`src/rtl/vga_sync_gen_pkg.sv`:
```
// -----------------------------------------------------------------------------
// vga_sync_gen_pkg
// Shared raster timing numbers and helpers for the VGA sync generator and for
// every consumer of the 1-based position bus. The DEF_* values are the single
// source of the 640x480 timing. Sync generator parameters default from them,
// and pixel consumers read the same constants.
// -----------------------------------------------------------------------------
package vga_sync_gen_pkg;

    // Position bus width and the largest value it can carry.
    localparam int POS_W     = 10;
    localparam int POS_LIMIT = (1 << POS_W) - 1;

    // Horizontal timing, in 1-based columns.
    localparam int DEF_H_VISIBLE    = 640;
    localparam int DEF_H_PULSE_HEAD = 657;
    localparam int DEF_H_PULSE_TAIL = 752;
    localparam int DEF_H_MAX        = 800;

    // Vertical timing, in 1-based lines.
    localparam int DEF_V_VISIBLE    = 480;
    localparam int DEF_V_PULSE_HEAD = 491;
    localparam int DEF_V_PULSE_TAIL = 492;
    localparam int DEF_V_MAX        = 525;

    // Inclusive range test on a position value.
    function automatic logic in_range(input logic [POS_W-1:0] pos,
                                      input logic [POS_W-1:0] lo,
                                      input logic [POS_W-1:0] hi);
        return (pos >= lo) && (pos <= hi);
    endfunction

endpackage

```
`src/rtl/vga_sync_gen_axis.sv`:
```
// -----------------------------------------------------------------------------
// vga_axis_counter
// One raster axis: a 1-based position counter that wraps MAX -> 1, plus the
// registered sync decode for that axis. The sync flop is decoded from the
// next position, so it changes on the same edge as the position it describes.
//
// Ports
//   clk_i     pixel clock
//   rst_ni    asynchronous active-low reset
//   step_i    advance one position this cycle
//   pos_o     current position, 1..MAX (registered)
//   wrap_o    high when this cycle's step takes MAX back to 1 (combinational)
//   sync_n_o  active-low sync: low while the position is inside the pulse
//   vis_d_o   next position is within the visible range (combinational; the
//             parent registers it after combining both axes)
// -----------------------------------------------------------------------------
module vga_axis_counter
    import vga_sync_gen_pkg::*;
#(
    parameter int MAX        = DEF_H_MAX,
    parameter int VISIBLE    = DEF_H_VISIBLE,
    parameter int PULSE_HEAD = DEF_H_PULSE_HEAD,
    parameter int PULSE_TAIL = DEF_H_PULSE_TAIL
) (
    input  logic             clk_i,
    input  logic             rst_ni,
    input  logic             step_i,
    output logic [POS_W-1:0] pos_o,
    output logic             wrap_o,
    output logic             sync_n_o,
    output logic             vis_d_o
);

    localparam logic [POS_W-1:0] MAX_P  = POS_W'(MAX);
    localparam logic [POS_W-1:0] VIS_P  = POS_W'(VISIBLE);
    localparam logic [POS_W-1:0] HEAD_P = POS_W'(PULSE_HEAD);
    localparam logic [POS_W-1:0] TAIL_P = POS_W'(PULSE_TAIL);
    localparam logic [POS_W-1:0] ONE_P  = POS_W'(1);

    logic [POS_W-1:0] pos_q, pos_d;
    logic             sync_n_q, sync_n_d;

    always_comb begin
        pos_d  = pos_q;
        wrap_o = 1'b0;
        if (step_i) begin
            if (pos_q == MAX_P) begin
                pos_d  = ONE_P;
                wrap_o = 1'b1;
            end else begin
                pos_d = pos_q + ONE_P;
            end
        end
        sync_n_d = ~in_range(pos_d, HEAD_P, TAIL_P);
        vis_d_o  = (pos_d <= VIS_P);
    end

    // Reset state is position 1 with the sync decoded for position 1, so the
    // outputs are already consistent on the first cycle after release.
    always_ff @(posedge clk_i or negedge rst_ni) begin
        if (!rst_ni) begin
            pos_q    <= ONE_P;
            sync_n_q <= ~in_range(ONE_P, HEAD_P, TAIL_P);
        end else begin
            pos_q    <= pos_d;
            sync_n_q <= sync_n_d;
        end
    end

    assign pos_o    = pos_q;
    assign sync_n_o = sync_n_q;

endmodule

```
`src/rtl/vga_sync_gen.sv`:
```
// -----------------------------------------------------------------------------
// vga_sync_gen
// Raster timing generator. Two cascaded axis counters produce the 1-based
// position bus consumed by the sprite/video blocks and the active-low
// HSync/VSync pins. Every output is a flop. All decodes are taken from the
// next position, so syncs, visibility and the frame strobe line up with the
// position outputs.
//
// Ports
//   i_Clk          pixel clock
//   i_Rst_N        asynchronous active-low reset
//   i_Pix_En       advance enable, one pixel per enabled cycle
//   o_HSync_Pos    current column, 1..H_MAX
//   o_VSync_Pos    current line, 1..V_MAX
//   o_HSync        horizontal sync, active-low
//   o_VSync        vertical sync, active-low
//   o_Visible      column <= H_VISIBLE and line <= V_VISIBLE
//   o_Frame_Start  one-cycle strobe on the step into (1,1)
//   o_Frame_Cnt    frames completed since reset, modulo 256
// -----------------------------------------------------------------------------
module vga_sync_gen
    import vga_sync_gen_pkg::*;
#(
    parameter int H_VISIBLE    = DEF_H_VISIBLE,
    parameter int H_PULSE_HEAD = DEF_H_PULSE_HEAD,
    parameter int H_PULSE_TAIL = DEF_H_PULSE_TAIL,
    parameter int H_MAX        = DEF_H_MAX,
    parameter int V_VISIBLE    = DEF_V_VISIBLE,
    parameter int V_PULSE_HEAD = DEF_V_PULSE_HEAD,
    parameter int V_PULSE_TAIL = DEF_V_PULSE_TAIL,
    parameter int V_MAX        = DEF_V_MAX
) (
    input  logic             i_Clk,
    input  logic             i_Rst_N,
    input  logic             i_Pix_En,
    output logic [POS_W-1:0] o_HSync_Pos,
    output logic [POS_W-1:0] o_VSync_Pos,
    output logic             o_HSync,
    output logic             o_VSync,
    output logic             o_Visible,
    output logic             o_Frame_Start,
    output logic [7:0]       o_Frame_Cnt
);

    // Positions are 10-bit, and the pulse windows must sit inside each axis.
    if (H_MAX > POS_LIMIT || V_MAX > POS_LIMIT) begin : g_width_check
        $error("vga_sync_gen: H_MAX/V_MAX exceed the 10-bit position range");
    end
    if (H_MAX < 1 || V_MAX < 1 ||
        H_PULSE_HEAD > H_PULSE_TAIL || H_PULSE_TAIL > H_MAX ||
        V_PULSE_HEAD > V_PULSE_TAIL || V_PULSE_TAIL > V_MAX) begin : g_order_check
        $error("vga_sync_gen: inconsistent timing parameters");
    end

    logic h_wrap, v_wrap;
    logic h_vis_d, v_vis_d;
    logic v_step;

    logic       visible_q, visible_d;
    logic       frame_start_q, frame_start_d;
    logic [7:0] frame_cnt_q, frame_cnt_d;

    vga_axis_counter #(
        .MAX        (H_MAX),
        .VISIBLE    (H_VISIBLE),
        .PULSE_HEAD (H_PULSE_HEAD),
        .PULSE_TAIL (H_PULSE_TAIL)
    ) u_h_axis (
        .clk_i    (i_Clk),
        .rst_ni   (i_Rst_N),
        .step_i   (i_Pix_En),
        .pos_o    (o_HSync_Pos),
        .wrap_o   (h_wrap),
        .sync_n_o (o_HSync),
        .vis_d_o  (h_vis_d)
    );

    // A line is a whole number of columns, so VSync changes only on a column
    // wrap. It falls entering (1, V_PULSE_HEAD) and rises leaving
    // (H_MAX, V_PULSE_TAIL).
    assign v_step = h_wrap & i_Pix_En;

    vga_axis_counter #(
        .MAX        (V_MAX),
        .VISIBLE    (V_VISIBLE),
        .PULSE_HEAD (V_PULSE_HEAD),
        .PULSE_TAIL (V_PULSE_TAIL)
    ) u_v_axis (
        .clk_i    (i_Clk),
        .rst_ni   (i_Rst_N),
        .step_i   (v_step),
        .pos_o    (o_VSync_Pos),
        .wrap_o   (v_wrap),
        .sync_n_o (o_VSync),
        .vis_d_o  (v_vis_d)
    );

    // v_wrap already includes the column wrap and the enable. The strobe is
    // therefore zero on any cycle with i_Pix_En low.
    always_comb begin
        visible_d     = h_vis_d & v_vis_d;
        frame_start_d = v_wrap;
        frame_cnt_d   = frame_cnt_q;
        if (v_wrap) begin
            frame_cnt_d = frame_cnt_q + 8'd1;
        end
    end

    // Position (1,1) is always visible, so visibility resets high. No strobe
    // is issued for the frame that starts at reset release.
    always_ff @(posedge i_Clk or negedge i_Rst_N) begin
        if (!i_Rst_N) begin
            visible_q     <= 1'b1;
            frame_start_q <= 1'b0;
            frame_cnt_q   <= 8'd0;
        end else begin
            visible_q     <= visible_d;
            frame_start_q <= frame_start_d;
            frame_cnt_q   <= frame_cnt_d;
        end
    end

    assign o_Visible     = visible_q;
    assign o_Frame_Start = frame_start_q;
    assign o_Frame_Cnt   = frame_cnt_q;

endmodule

```
`config.mk`:
```
export PLATFORM = sky130hd
export DESIGN_NAME = vga_sync_gen
export DESIGN_NICKNAME = d
export VERILOG_FILES = /design/src/rtl/vga_sync_gen_pkg.sv /design/src/rtl/vga_sync_gen_axis.sv /design/src/rtl/vga_sync_gen.sv
export SDC_FILE = /design/constraint.sdc
export NUM_CORES = 1
export LEC_CHECK = 0
export ABC_CLOCK_PERIOD_IN_PS = 2600
export CORE_MARGIN = 2
export CORE_UTILIZATION = 51
export CTS_CLUSTER_DIAMETER = 40
export CTS_CLUSTER_SIZE = 28
export DETAILED_ROUTE_END_ITERATION = 12
export PLACE_DENSITY = 0.79
export SYNTH_ARGS = -nofsm -noshare
export SYNTH_HDL_FRONTEND = slang
export SYNTH_SLANG_ARGS = --single-unit
```
`constraint.sdc`:
```
create_clock -name i_Clk -period 2.6 [get_ports i_Clk]
set_input_delay 0.78 -clock i_Clk [delete_from_list [all_inputs] [get_ports i_Clk]]
set_output_delay 0.78 -clock i_Clk [all_outputs]
set_load 0.1 [all_outputs]
```
==> results of run 1 <==
## cell usage after synthesis (all sizes together) (3+ instances only)
library cell,count,share of area [%]
xor2,7,3.6
clkbuf,3,0.65
ha,5,3.6
xnor2,10,5.1
nor3,3,0.87
nand2,19,4.1
dfstp,5,7.6
nand3,9,2.6
inv,9,2.0
o21ai,4,1.2
nor2,12,2.6
and3,3,1.1
nand4,11,4.0
dfrtp,27,39
nand4b,4,2.9
## per-stage QoR
stage	util, %	setup WS [ps]
floorplan	-	11.5
global placement	65.4	-140
CTS	67.9	137
detailed placement	65.4	-168
finish	68.1	180
global route	68.1	30.9
## where the power goes
group | switching (mW) | internal, mW | leakage (nW)
clock | 0.177 | 0.200 | 0.0412
combinational | 0.389 | 0.119 | 0.669
sequential | 0.0721 | 0.540 | 0.409
## critical path, cell delays in order
cell	delay (ps)
clkdlybuf4s50_1	560
and4b_1	210
and4_1	280
xor2_1	210
nand2b_1	70
nand4b_1	190
or3_1	380
## cell families (layout without fill, tap and decap cells)
kind of cell	after synthesis	in the layout	share of synthesized area, %
mux	2	2	1.45
buf+inv	14	68	3.35
simple gates	78	78	27.8
flops	32	32	46.9
fa+ha+maj	5	5	3.64
compound gates	19	19	8.22
xor+xnor	17	17	8.65
## sequential cells by signal, summed over array words and instances, names as in the netlist
signal and count:
o_Frame_Start 1, u_v_axis.sync_n_o 1, u_v_axis.pos_o 10, u_h_axis.sync_n_o 1, o_Visible 1, o_Frame_Cnt 8
u_h_axis.pos_o 10
## final cells by class
cell class	instances	area [um2]
repair buffers	51	400
fillers	252	1050
well taps	46	57.6
clock buffers	5	37.5
inverters	9	33.8
clock inverters	3	42.5
multi-input cells	121	856
flip-flops and latches	32	810
## path summary, 6_finish.rpt
kind / start / end / slack (ps) / cells past startpoint
min in group asynchronous: i_Rst_N / u_h_axis.pos_o[3]$_DFF_PN0_ / 840 / 2
hold / removal: o_Frame_Cnt[7]$_DFFE_PN0P_ / o_Frame_Cnt[7]$_DFFE_PN0P_ / 480 / 1
setup reg to reg: u_h_axis.pos_o[0]$_DFF_PN1_ / o_Visible$_DFF_PN1_ / 220 / 9
max in group asynchronous: i_Rst_N / o_Visible$_DFF_PN1_ / 1430 / 2
hold reg to reg: o_Frame_Cnt[7]$_DFFE_PN0P_ / o_Frame_Cnt[7]$_DFFE_PN0P_ / 480 / 1
setup / recovery: i_Pix_En / u_v_axis.sync_n_o$_DFF_PN1_ / 180 / 7
## layer usage
| metal | up-vias | part of all wire (%) | GRT usage (%) |
|---|---|---|---|
| li1 | 712 | - | - |
| met1 | 711 | 45 | 31.0 |
| met2 | 49 | 49 | 36.6 |
| met3 | 9 | 4.1 | 5.18 |
| met4 | 0 | 1.7 | 10.3 |
| met5 | - | 0 | 0 |
==> results.md, run 1 <==
* GRT Overall Usage at 23.4%
* Routed length per instance at 14.8 um
* Peak supply drop at roughly 280 uV
* Crit. End Element: flop
* Row count at 21
* Global-route wire length before repair at 6630 um
* Final setup violating endpoints at 0
* CP Launch Type: input pin
* Post_cts resized at 0
* Power, Total at 1.50 mW
* Final hold vios at 0
* Synth unique cells at 44
* H-tree depth at 2
* Core area at about 0.0033 mm2
* Sequential area share after synthesis at 46.9%
* Starting Density at 52.4%
* Worst-Margin Slew at 436 ps
* Syn nets at 175
* Clock skew at roughly 6.3 ps
* Hold Buf Count CTS at 0
* Total CTS buffers at 5
* Mapped Cells at between 150 and 200
* Die area at just under 0.004 mm2
* Highest clock rate at just over 0.4 GHz
* Number of global-route vias before repair at 1478
* CTS tree: yes
* Initial antenna violation count at 0
* Iter 0 DRT Violations at 163
* Hold crit path type: flop to flop
* CP arrival at 2680 ps
* Die Height at 62.1 um
* # clock sinks at 32
* IO Port Bufs at 34
* DPL Wire Length at 2920 um
* DP Area at 0.00215 mm2
* Unrepaired setup endpoints after global routing: false
* Placer Congestion at 0.939
* DP Cell Count at 258
* Initial DRT Pass Iterations at 4
* Relative slew slack at 70.7%
* Synth Warn # at 0
* Postcts setup bufs at 0
* N_diodes at 0
* Commonest cells after routing, fill and taps aside: 48 x buf_4, 25 x dfrtp_1, 19 x nand2_1, 12 x nor2_1, 11 x nand4_1
* CTS Buffer Depth at 2
* Synth Area per Inst at 10.3 um2
* Commonest non-fill, non-tap cell in the layout: buf_4
* Setup TNS at 0 ps
* DRT Wirelength at 3940 um
* Data required time at the worst endpoint at 2860 ps
* Vias per cell at 5.55
* I/O Pins at 35
* Dominant synthesized flop cell: dfrtp_1
* Hold slack at 480 ps
* Grt ovf at 0
* Synth Register Bits at 32
* Final Cycle Share at 93.1%
* DRC Markers at 0
* Post-synth ARST share at 100%
* Die width at 62.1 um
* PwrDens at 669 mW/mm2
* Status: complete, no violations
* Final #Nets at 228
* Total number of vias at between 1000 and 1500
* Number of flops mapped to enable cells by yosys at 0
* Design Area, Final at 0.00224 mm2
* Clock-pin slew on the worst setup and hold paths at ~110 ps
* Post-route ant nets at 0
* Slew Limit Fails at 0
* Worst-skew pair later-pin latency at 330 ps
* Minimum clock period at 2420 ps
* Largest net degree at the start of global routing at 33
* Area growth syn-to-layout at 30.0%
* Layout cells sized above 1 at 31.7%
* Synthesized area at 0.00172 mm2
* Clock root cell: clkbuf_4
* Crit Path Class: input pin to flop
* Max Cap Viol at 0
* Static Leakage at about 1.1 nW
* Crit Path Max Fanout at 4
* Final std cells w/o fill at 267
Power figures use the tool's default switching activity.
==> run 2, diff against run 1 <==
--- a/config.mk
+++ b/config.mk
@@ -8,10 +8,11 @@
 export ABC_CLOCK_PERIOD_IN_PS = 2600
 export CORE_MARGIN = 2
 export CORE_UTILIZATION = 51
+export CTS_BUF_LIST = sky130_fd_sc_hd__clkbuf_8 sky130_fd_sc_hd__clkbuf_16
 export CTS_CLUSTER_DIAMETER = 40
 export CTS_CLUSTER_SIZE = 28
 export DETAILED_ROUTE_END_ITERATION = 12
-export PLACE_DENSITY = 0.79
+export PLACE_DENSITY = 0.9
 export SYNTH_ARGS = -nofsm -noshare
 export SYNTH_HDL_FRONTEND = slang
 export SYNTH_SLANG_ARGS = --single-unit
==> results.md, run 2 (same netlist as run 1, synthesis figures left out) <==
* Met2 WL at around 1900 um
* Commonest cells after routing, fill and taps aside: 46 x buf_4, 25 x dfrtp_1, 19 x nand2_1, 12 x nor2_1, 11 x nand4_1
* IO Port Bufs at 34
* Final Cycle Share at between 90 and 100%
* Crit Path Class: input pin to flop
* Crit-path cells: clkdlybuf4s50_1 -> and4b_1 -> and4_1 -> xor2_1 -> nand2b_1 -> nand4b_1 -> or3_1
* N_diodes at 0
* DPL Wire Length at between 2000 and 3000 um
* CP Launch Type: input pin
* PwrDens at 712 mW/mm2
* DP Cell Count at 257
* Largest net degree at the start of global routing at 33
* Unrepaired setup endpoints after global routing: false
* Status: complete, no violations
* Number of global-route vias before repair at 1383
* Crit. End Element: flop
* Final #Nets at 226
* Vias per cell at 5.64
* Global-route wire length before repair at 6270 um
* Crit-path max cell delay at between 500 and 600 ps
* Critical R2R Launch: u_h_axis.pos_o[0]$_DFF_PN1_
* Clock-pin slew on the worst setup and hold paths at 70 ps
* Slowest cell on crit path: clkdlybuf4s50_1
* Max Cap Viol at 0
* Relative slew slack at a little under three quarters
* Routed wl met3 at 204 um
* Final setup violating endpoints at 0
* Die area at 0.00385 mm2
* GRT Overall Usage at 22.5%
* Die width at 62.1 um
* Final std cells w/o fill at 265
* Data required time at the worst endpoint at 2810 ps
* Highest clock rate at 0.405 GHz
* Total CTS buffers at 5
* Post-route ant nets at 0
* DRC Markers at 0
* Worst-Margin Slew at slightly above 400 ps
* Final hold vios at 0
* I/O Pins at 35
* CTS Buffer Depth at 2
* Initial DRT Pass Iterations at 4
* Total number of vias at 1494
* Worst-skew pair later-pin latency at 290 ps
* FILL cells at 253
* Worst setup path start: i_Pix_En
* Initial antenna violation count at 0
* Post_cts resized at 0
* Row count at 21
* Metal-1 WL at between 1500 and 2000 um
* Clock skew at roughly 4.7 ps
* Hold Buf Count CTS at 0
* # clock sinks at 32
* Hold Crit Start: o_Frame_Cnt[7]$_DFFE_PN0P_
* Placer Congestion at 0.901
* Slew Limit Fails at 0
* Static Leakage at around 1.1 nW
* Die Height at 62.1 um
* CTS tree: yes
* Hold slack at 474 ps
* Routed length per instance at about 15 um
* Crit Path Max Fanout at 4
* H-tree depth at 2
* Layout cells sized above 1 at between 30% and 40%
* Grt ovf at 0
* Hold crit path type: flop to flop
* Iter 0 DRT Violations at 88
* DRT Wirelength at 3880 um
* Area growth syn-to-layout at 31.0%
* Core area at 0.00328 mm2
* Minimum clock period at about 2500 ps
* DR top layer: met4
* Commonest non-fill, non-tap cell in the layout: buf_4
* Starting Density at 52.4%
* Postcts setup bufs at 0
* Peak supply drop at 374 uV
* CP arrival at 2680 ps
* Clock root cell: clkbuf_8
[run 2: cell count changes in the layout (fill, tap and decap cells not counted), sizes merged]
cell  previous run  this run
buf             49        47
[run 2: per-layer routing]
| metal | track usage (%) | vias to the layer above |
|---|---|---|
| li1 | - | 706 |
| met1 | 28.3 | 717 |
| met2 | 36.2 | 58 |
| met3 | 6.21 | 13 |
| met4 | 9.73 | 0 |
| met5 | 0 | - |
[run 2: worst max-delay path, delay by kind of cell]
family                 cells  cell delay, ps
buffers and inverters      1             570
AND/OR/NAND/NOR            5            1130
XOR/XNOR                   1             190
[run 2: final cells by class]
cell class / instances / area, um2 / share of cell area (%)
multi-input cells: 121 / 856 / 38.0
flip-flops and latches: 32 / 810 / 35.9
repair buffers: 49 / 385 / 17.1
clock buffers: 5 / 68.8 / 3.05
well taps: 46 / 57.6 / 2.55
clock inverters: 3 / 42.5 / 1.89
inverters: 9 / 33.8 / 1.50
[run 2: final timing paths]
kind                                               end  slack (ps)  cells after the start
max                        u_v_axis.sync_n_o$_DFF_PN1_         130                      7
min                         o_Frame_Cnt[7]$_DFFE_PN0P_         470                      1
max reg2reg                        o_Visible$_DFF_PN1_         150                      8
min reg2reg                 o_Frame_Cnt[7]$_DFFE_PN0P_         470                      1
max in group asynchronous  u_v_axis.sync_n_o$_DFF_PN1_        1380                      2
min in group asynchronous  u_v_axis.pos_o[5]$_DFF_PN0_         900                      2
[run 2: metrics by stage]
| stage | cell area, um2 | TNS (ps) | util (%) | setup WS, ps | total power [mW] |
|---|---|---|---|---|---|
| after floorplan | 1720 | 0 | - | 11.5 | 1.00 |
| after global placement | 2140 | -184 | 65.2 | -105 | 1.13 |
| after detailed placement | 2140 | -323 | 65.2 | -186 | 1.13 |
| after CTS | 2250 | 0 | 68.6 | 141 | 1.62 |
| after global routing | 2250 | 0 | 68.6 | 47.9 | 1.68 |
| final | 2250 | 0 | 68.6 | 130 | 1.60 |
[run 2: report_power, final]
part           internal [mW]  switching [mW]
logic                  0.130           0.387
clock network          0.283           0.195
registers              0.541          0.0691
==> run 3, diff against run 2 <==
--- a/config.mk
+++ b/config.mk
@@ -10,7 +10,6 @@
 export CORE_UTILIZATION = 51
 export CTS_BUF_LIST = sky130_fd_sc_hd__clkbuf_8 sky130_fd_sc_hd__clkbuf_16
 export CTS_CLUSTER_DIAMETER = 40
-export CTS_CLUSTER_SIZE = 28
 export DETAILED_ROUTE_END_ITERATION = 12
 export PLACE_DENSITY = 0.9
 export SYNTH_ARGS = -nofsm -noshare
==> results of run 3 <==
No change in the layout: final DEF, timing and power equal those of run 2.
==> patch 1: new RTL, config.mk and constraints of run 3 <==
Reset style: synchronous (`i_Rst_N` and `rst_ni`), changed in 2 clocked blocks. Comments in the files are not updated.
--- a/src/rtl/vga_sync_gen_axis.sv
+++ b/src/rtl/vga_sync_gen_axis.sv
@@ -58,5 +58,5 @@
     // Reset state is position 1 with the sync decoded for position 1, so the
     // outputs are already consistent on the first cycle after release.
-    always_ff @(posedge clk_i or negedge rst_ni) begin
+    always_ff @(posedge clk_i) begin
         if (!rst_ni) begin
             pos_q    <= ONE_P;
--- a/src/rtl/vga_sync_gen.sv
+++ b/src/rtl/vga_sync_gen.sv
@@ -109,5 +109,5 @@
     // Position (1,1) is always visible, so visibility resets high. No strobe
     // is issued for the frame that starts at reset release.
-    always_ff @(posedge i_Clk or negedge i_Rst_N) begin
+    always_ff @(posedge i_Clk) begin
         if (!i_Rst_N) begin
             visible_q     <= 1'b1;
Behaviour: differs if i_Rst_N is asserted again (counterexample within 4 cycles, from zero or initial values and one cycle with i_Rst_N low); with i_Rst_N held inactive, the same outputs for 10 cycles.
==> patch 1 against run 3 <==
- clock skew up 0.64 ps
- count of clock-buffer cells in the layout up 2
- core utilization up 1.5 points
- sequential cell count unchanged
- design area up 5.4%
- routed wire length up 9.4%
- worst setup slack better by 32 ps
- fmax up 1.3%
- synthesized area up 6.3%
- global-route usage down 0.40 points
- critical path type unchanged
- critical endpoint is now u_v_axis.sync_n_o
Power is not compared: it rests on default switching activity, and its combinational part moved more than twofold at a synthesized area within 25%.
==> patch 1: results (changes against run 3) <==
| Metric | Value |
|---|---|
| Routed WL per cell | 13.9 um (-5.2%) |
| Syn Area/Cell | 8.70 um2 (-16%) |
| DR vias | 1718 (+15%) |
| Fin Clk Skew | 5.29 ps (+0.637 ps) |
| Inst Count DP | 298 (+16%) |
| Initial DRC Count | 129 (+47%) |
| Worst-path fanout max | 6 (+2) |
| GPL Wtd Cong | 0.914 (+1.5%) |
| First-pass GRT wire length | 7150 um (+14%) |
| Cell variety after synth | 48 (+9.1%) |
| R2R Path End | o_Frame_Cnt[7] |
| Hold endpoint | u_v_axis.pos_o[1] |
| Hold Crit Start | u_v_axis.pos_o[1] |
| # fillers | 267 (+5.5%) |
| Share of synthesized registers carrying an async set or reset | 0% (-100 points) |
| Yosys warning count | 0 (unchanged) |
| GRT Overall Usage | 22.1% (-0.40 points) |
| Setup Slack @ Placement | -148 ps (+37.8 ps) |
| Post-synth top cells | dfxtp_1 (32), nand2_1 (16), nor2_1 (15) |
| Post-DP HPWL | 3150 um (+12%) |
| Worst EP arrival | 2640 ps (-40 ps) |
| Hold Path Stages | 2 (+1) |
| Largest net degree at the start of global routing | 16 (-52%) |
| Fraction of layout cells with a size suffix above 1 | 31.5% (+0.49 points) |
| Final wirelength | 4240 um (+9.4%) |
| Synth area leaders | dfxtp_1 (35%), xnor2_1 (6.7%), xor2_1 (4.8%), nand4_1 (4.4%), and2_1 (3.4%) |
| Syn_nets | 218 (+25%) |
| Reg2reg start | u_v_axis.pos_o[1] |
| Max_slew headroom | 60.4% (-12 points) |
| Sequential area share after synthesis | 35.0% (-12 points) |
| Outcome | complete, no violations |
| Number of global-route vias before repair | 1579 (+14%) |
| Max incr delay on CP | 510 ps (-60 ps) |
| Flop2flop setup slack | 230 ps (+80 ps) |
| # nets final | 267 (+18%) |
-- patch 1: changes by cell type after synthesis, sizes merged, moves of 5 or more --
cell          run 3  this run
dfxtp             0        32
and3              3        10
nor2b             1         8
and2              0        10
dfrtp            27         0
dfstp             5         0
-- patch 1: stage by stage --
step                      hold slack (ps)  cell area, um2
after global placement                533            2270
after CTS                             557            2370
final                                 559            2380
after detailed placement              546            2270
after global routing                  589            2380
after floorplan                       657            1870
-- patch 1: kinds of logic (layout without fill, tap and decap cells) --
family | after synthesis | count (layout) | share of synthesized area, %
AO/OA/AOI/OAI | 28 | 28 | 11.8
XOR/XNOR | 24 | 24 | 11.5
adder cells (fa/ha/maj) | 5 | 5 | 3.42
buffers and inverters | 17 | 67 | 4.11
flip-flops | 32 | 32 | 35.0
multiplexers | 3 | 3 | 1.71
AND/OR/NAND/NOR | 101 | 101 | 32.4
-- patch 1: power breakdown --
| group | leakage (nW) | switching [mW] | internal, mW |
|---|---|---|---|
| Clock | 0.0557 | 0.169 | 0.237 |
| Combinational | 0.681 | 0.0656 | 0.0343 |
| Sequential | 0.264 | 0.00944 | 0.494 |
| Total | 1.00 | 0.244 | 0.766 |
-- patch 1: worst max-delay path: cells and delay by family --
kind	cells	cell delay, ps
buf+inv	2	760
compound gates	2	300
simple gates	4	800
-- patch 1: worst max path at each step --
stage / start / to / slack [ps] / depth (start not counted)
finish: i_Pix_En / u_v_axis.sync_n_o / 160 / 8
global route: i_Pix_En / o_Frame_Cnt[7] / 0.8 / 7
CTS: u_v_axis.pos_o[1] / o_Visible / 160 / 7
detailed placement: i_Pix_En / u_v_axis.sync_n_o / -150 / 7
global placement: i_Pix_En / u_v_axis.sync_n_o / -100 / 7
floorplan: u_h_axis.pos_o[8] / o_Frame_Cnt[5] / 8 / 7
-- patch 1: area by class of cell --
type	instances	area share, %
Clock buffer	7	4.05
Clock inverter	1	0.158
Inverter	7	1.11
Multi-Input combinational cell	161	47.8
Sequential cell	32	27.9
Tap cell	46	2.42
Timing Repair Buffer	52	16.6
-- patch 1: routing by layer --
metal | up-vias | track usage (%) | routed length (um)
met4 | 0 | 7.07 | 56
met2 | 55 | 37.5 | 2130
met5 | - | 0 | 0
met1 | 815 | 26.9 | 1830
met3 | 6 | 6.16 | 225
li1 | 842 | - | -
==> patch 2: new RTL, settings of run 3 <==
Made on the original files. The package constant `DEF_V_MAX` goes from 525 to 512.
--- a/src/rtl/vga_sync_gen_pkg.sv
+++ b/src/rtl/vga_sync_gen_pkg.sv
@@ -22,5 +22,5 @@
     localparam int DEF_V_PULSE_HEAD = 491;
     localparam int DEF_V_PULSE_TAIL = 492;
-    localparam int DEF_V_MAX        = 525;
+    localparam int DEF_V_MAX        = 512;
 
     // Inclusive range test on a position value.
Check against the original RTL: no difference found for any inputs over 10 cycles, from zero or initial values and one cycle with i_Rst_N low; that may be too few to reach the edited logic, so the function may still have changed.
==> patch 2 against run 3 <==
- the flow now finishes with violations (negative setup slack)
- register-to-register slack got worse by 200 ps
- design area increased by 12%
- worst setup slack worse by 180 ps
- synthesized area up 3.6%
- routed wire length up 31%
- die area up 3.3%
- core utilization is 7.0 points higher
- fmax is 6.9% lower
- critical path depth unchanged
- sequential cell count is the same
- total power is 11% higher
- critical endpoint is now u_h_axis.sync_n_o
- largest cell class unchanged
==> patch 2: results (changes against run 3) <==
| Metric | Value |
|---|---|
| Hold slack | 485 ps (+10.9 ps) |
| Fraction of layout cells with a size suffix above 1 | 43.0% (+12 points) |
| Worst setup startpoint | u_h_axis.pos_o[7] |
| WL met1 | 2080 um (+24%) |
| Post-DP HPWL | 3270 um (+16%) |
| Pleak | 1.18 nW (+4.9%) |
| Hold crit path type | register to register |
| # port buffers | 34 (unchanged) |
| CP top delay family | simple AND/OR/NAND/NOR gates |
| GRT Overall Usage | 25.6% (+3.1 points) |
| Synthesis-to-finish area growth | 41.6% |
| Setup Slack @ Placement | -390 ps (-205 ps) |
| Inst Count DP | 280 (+8.9%) |
| Cell variety after synth | 45 (+2.3%) |
| Sequential area share after synthesis | 45.3% (-1.6 points) |
| Syn_nets | 186 (+6.3%) |
| Worst-path fanout max | 3 (-1) |
| Max_slew headroom | 66.3% (-5.6 points) |
| Synth area leaders | dfrtp_1 (38%), dfstp_2 (7.4%), xnor2_1 (5.9%), xor2_1 (3.9%), ha_1 (3.5%) |
| Fin Clk Skew | 8.40 ps (+3.75 ps) |
| DR vias | 1739 (+16%) |
| Routed wl met2 | 2420 um (+28%) |
| # fillers | 241 (-4.7%) |
| TNS Setup | -98.7 ps (-98.7 ps) |
| GR Layer Usage met3 | 7.50% (+1.3 points) |
| R2R Path End | u_h_axis.sync_n_o |
| CTS root buf | clkbuf_8 |
| Max H-tree Level | 2 (unchanged) |
| Final Worst Setup Slack | -53.0 ps (-183 ps) |
| Met1 Resource Use GR | 31.3% (+3.0 points) |
| Max-Cap Viols | 0 (unchanged) |
| Worst R2R Path Depth | 7 (-1) |
| Outcome | complete, but fails checks |
| GPL Wtd Cong | 0.858 (-4.7%) |
| Met2 GRT Util | 39.4% (+3.2 points) |
| Max VDD drop | 383 uV (+2.5%) |
| Top_reg_cell synth | dfrtp_1 |
| DRT Pass-1 Iters | 5 (+1) |
| Hold Path Stages | 1 (unchanged) |
| Flop2flop setup slack | -50 ps (-200 ps) |
| Worst EP arrival | 2870 ps (+190 ps) |
| First-pass GRT wire length | 7790 um (+24%) |
| # diodes | 0 (unchanged) |
| # nets final | 251 (+11%) |
| Final setup viols | 2 (+2) |
| Post-synth top cells | dfrtp_1 (27), nor2_1 (12), xnor2_1 (12) |
| Failing checks | negative setup slack |
| Drt via density | 6.00 (+6.4%) |
| Met3 routed WL | 395 um (+94%) |
| Initial DRC Count | 143 (+63%) |
| Worst path slowest cell | or4b_4 |
| Clk_lat worst skew | 290 ps (about the same) |
| Routed WL per cell | 17.5 um (+19%) |
| Placement Cell Area | 0.00232 mm2 (+8.4%) |
| Syn Area/Cell | 10.0 um2 (-2.8%) |
| Hold Crit Start | o_Frame_Cnt[7] |
patch 2: cell count changes in the layout (fill, tap and decap cells not counted), moves of 3 or more:
cell / delta
dfrtp_1: -7
nand3_1: -3
buf_4: +14
nor4_1: +5
o21bai_1: +3
nor4_4: +3
nor3_1: +5
dfrtp_2: +6
nand2_1: -8
patch 2: cell type report:
| cell class | count | share of cell area (%) |
|---|---|---|
| Clock buffer | 7 | 3.82 |
| Clock inverter | 1 | 0.149 |
| Inverter | 9 | 1.44 |
| Multi-Input combinational cell | 131 | 40.0 |
| Sequential cell | 32 | 32.7 |
| Tap cell | 46 | 2.28 |
| Timing Repair Buffer | 64 | 19.6 |
patch 2: repair_timing:
item                                    in CTS  in global routing
hold buffers                                 0                  0
gates cloned                                 0                  0
gates resized for setup                      5                 11
pin swaps                                    0                  8
endpoints found under the setup margin       2                  3
setup buffers                                0                  3
patch 2: power breakdown:
part / total, mW / switching [mW] / internal (mW) / leakage [nW]
clock network: 0.432 / 0.195 / 0.238 / 0.0557
registers: 0.605 / 0.0507 / 0.554 / 0.400
logic: 0.743 / 0.522 / 0.221 / 0.725
patch 2: worst max-delay path by stage:
stage / end
final: u_h_axis.sync_n_o
after global routing: o_Visible
after CTS: u_h_axis.sync_n_o
after detailed placement: o_Visible
after global placement: o_Visible
after floorplan: u_h_axis.sync_n_o
patch 2: kinds of logic (layout without fill, tap and decap cells):
group / Yosys count / after routing / synth area share [%]
adder cells (fa/ha/maj): 5 / 5 / 3.51
flip-flops: 32 / 32 / 45.3
AND/OR/NAND/NOR: 84 / 84 / 28.2
XOR/XNOR: 20 / 20 / 9.83
multiplexers: 4 / 4 / 3.09
buffers and inverters: 15 / 81 / 3.23
AO/OA/AOI/OAI: 18 / 18 / 6.81
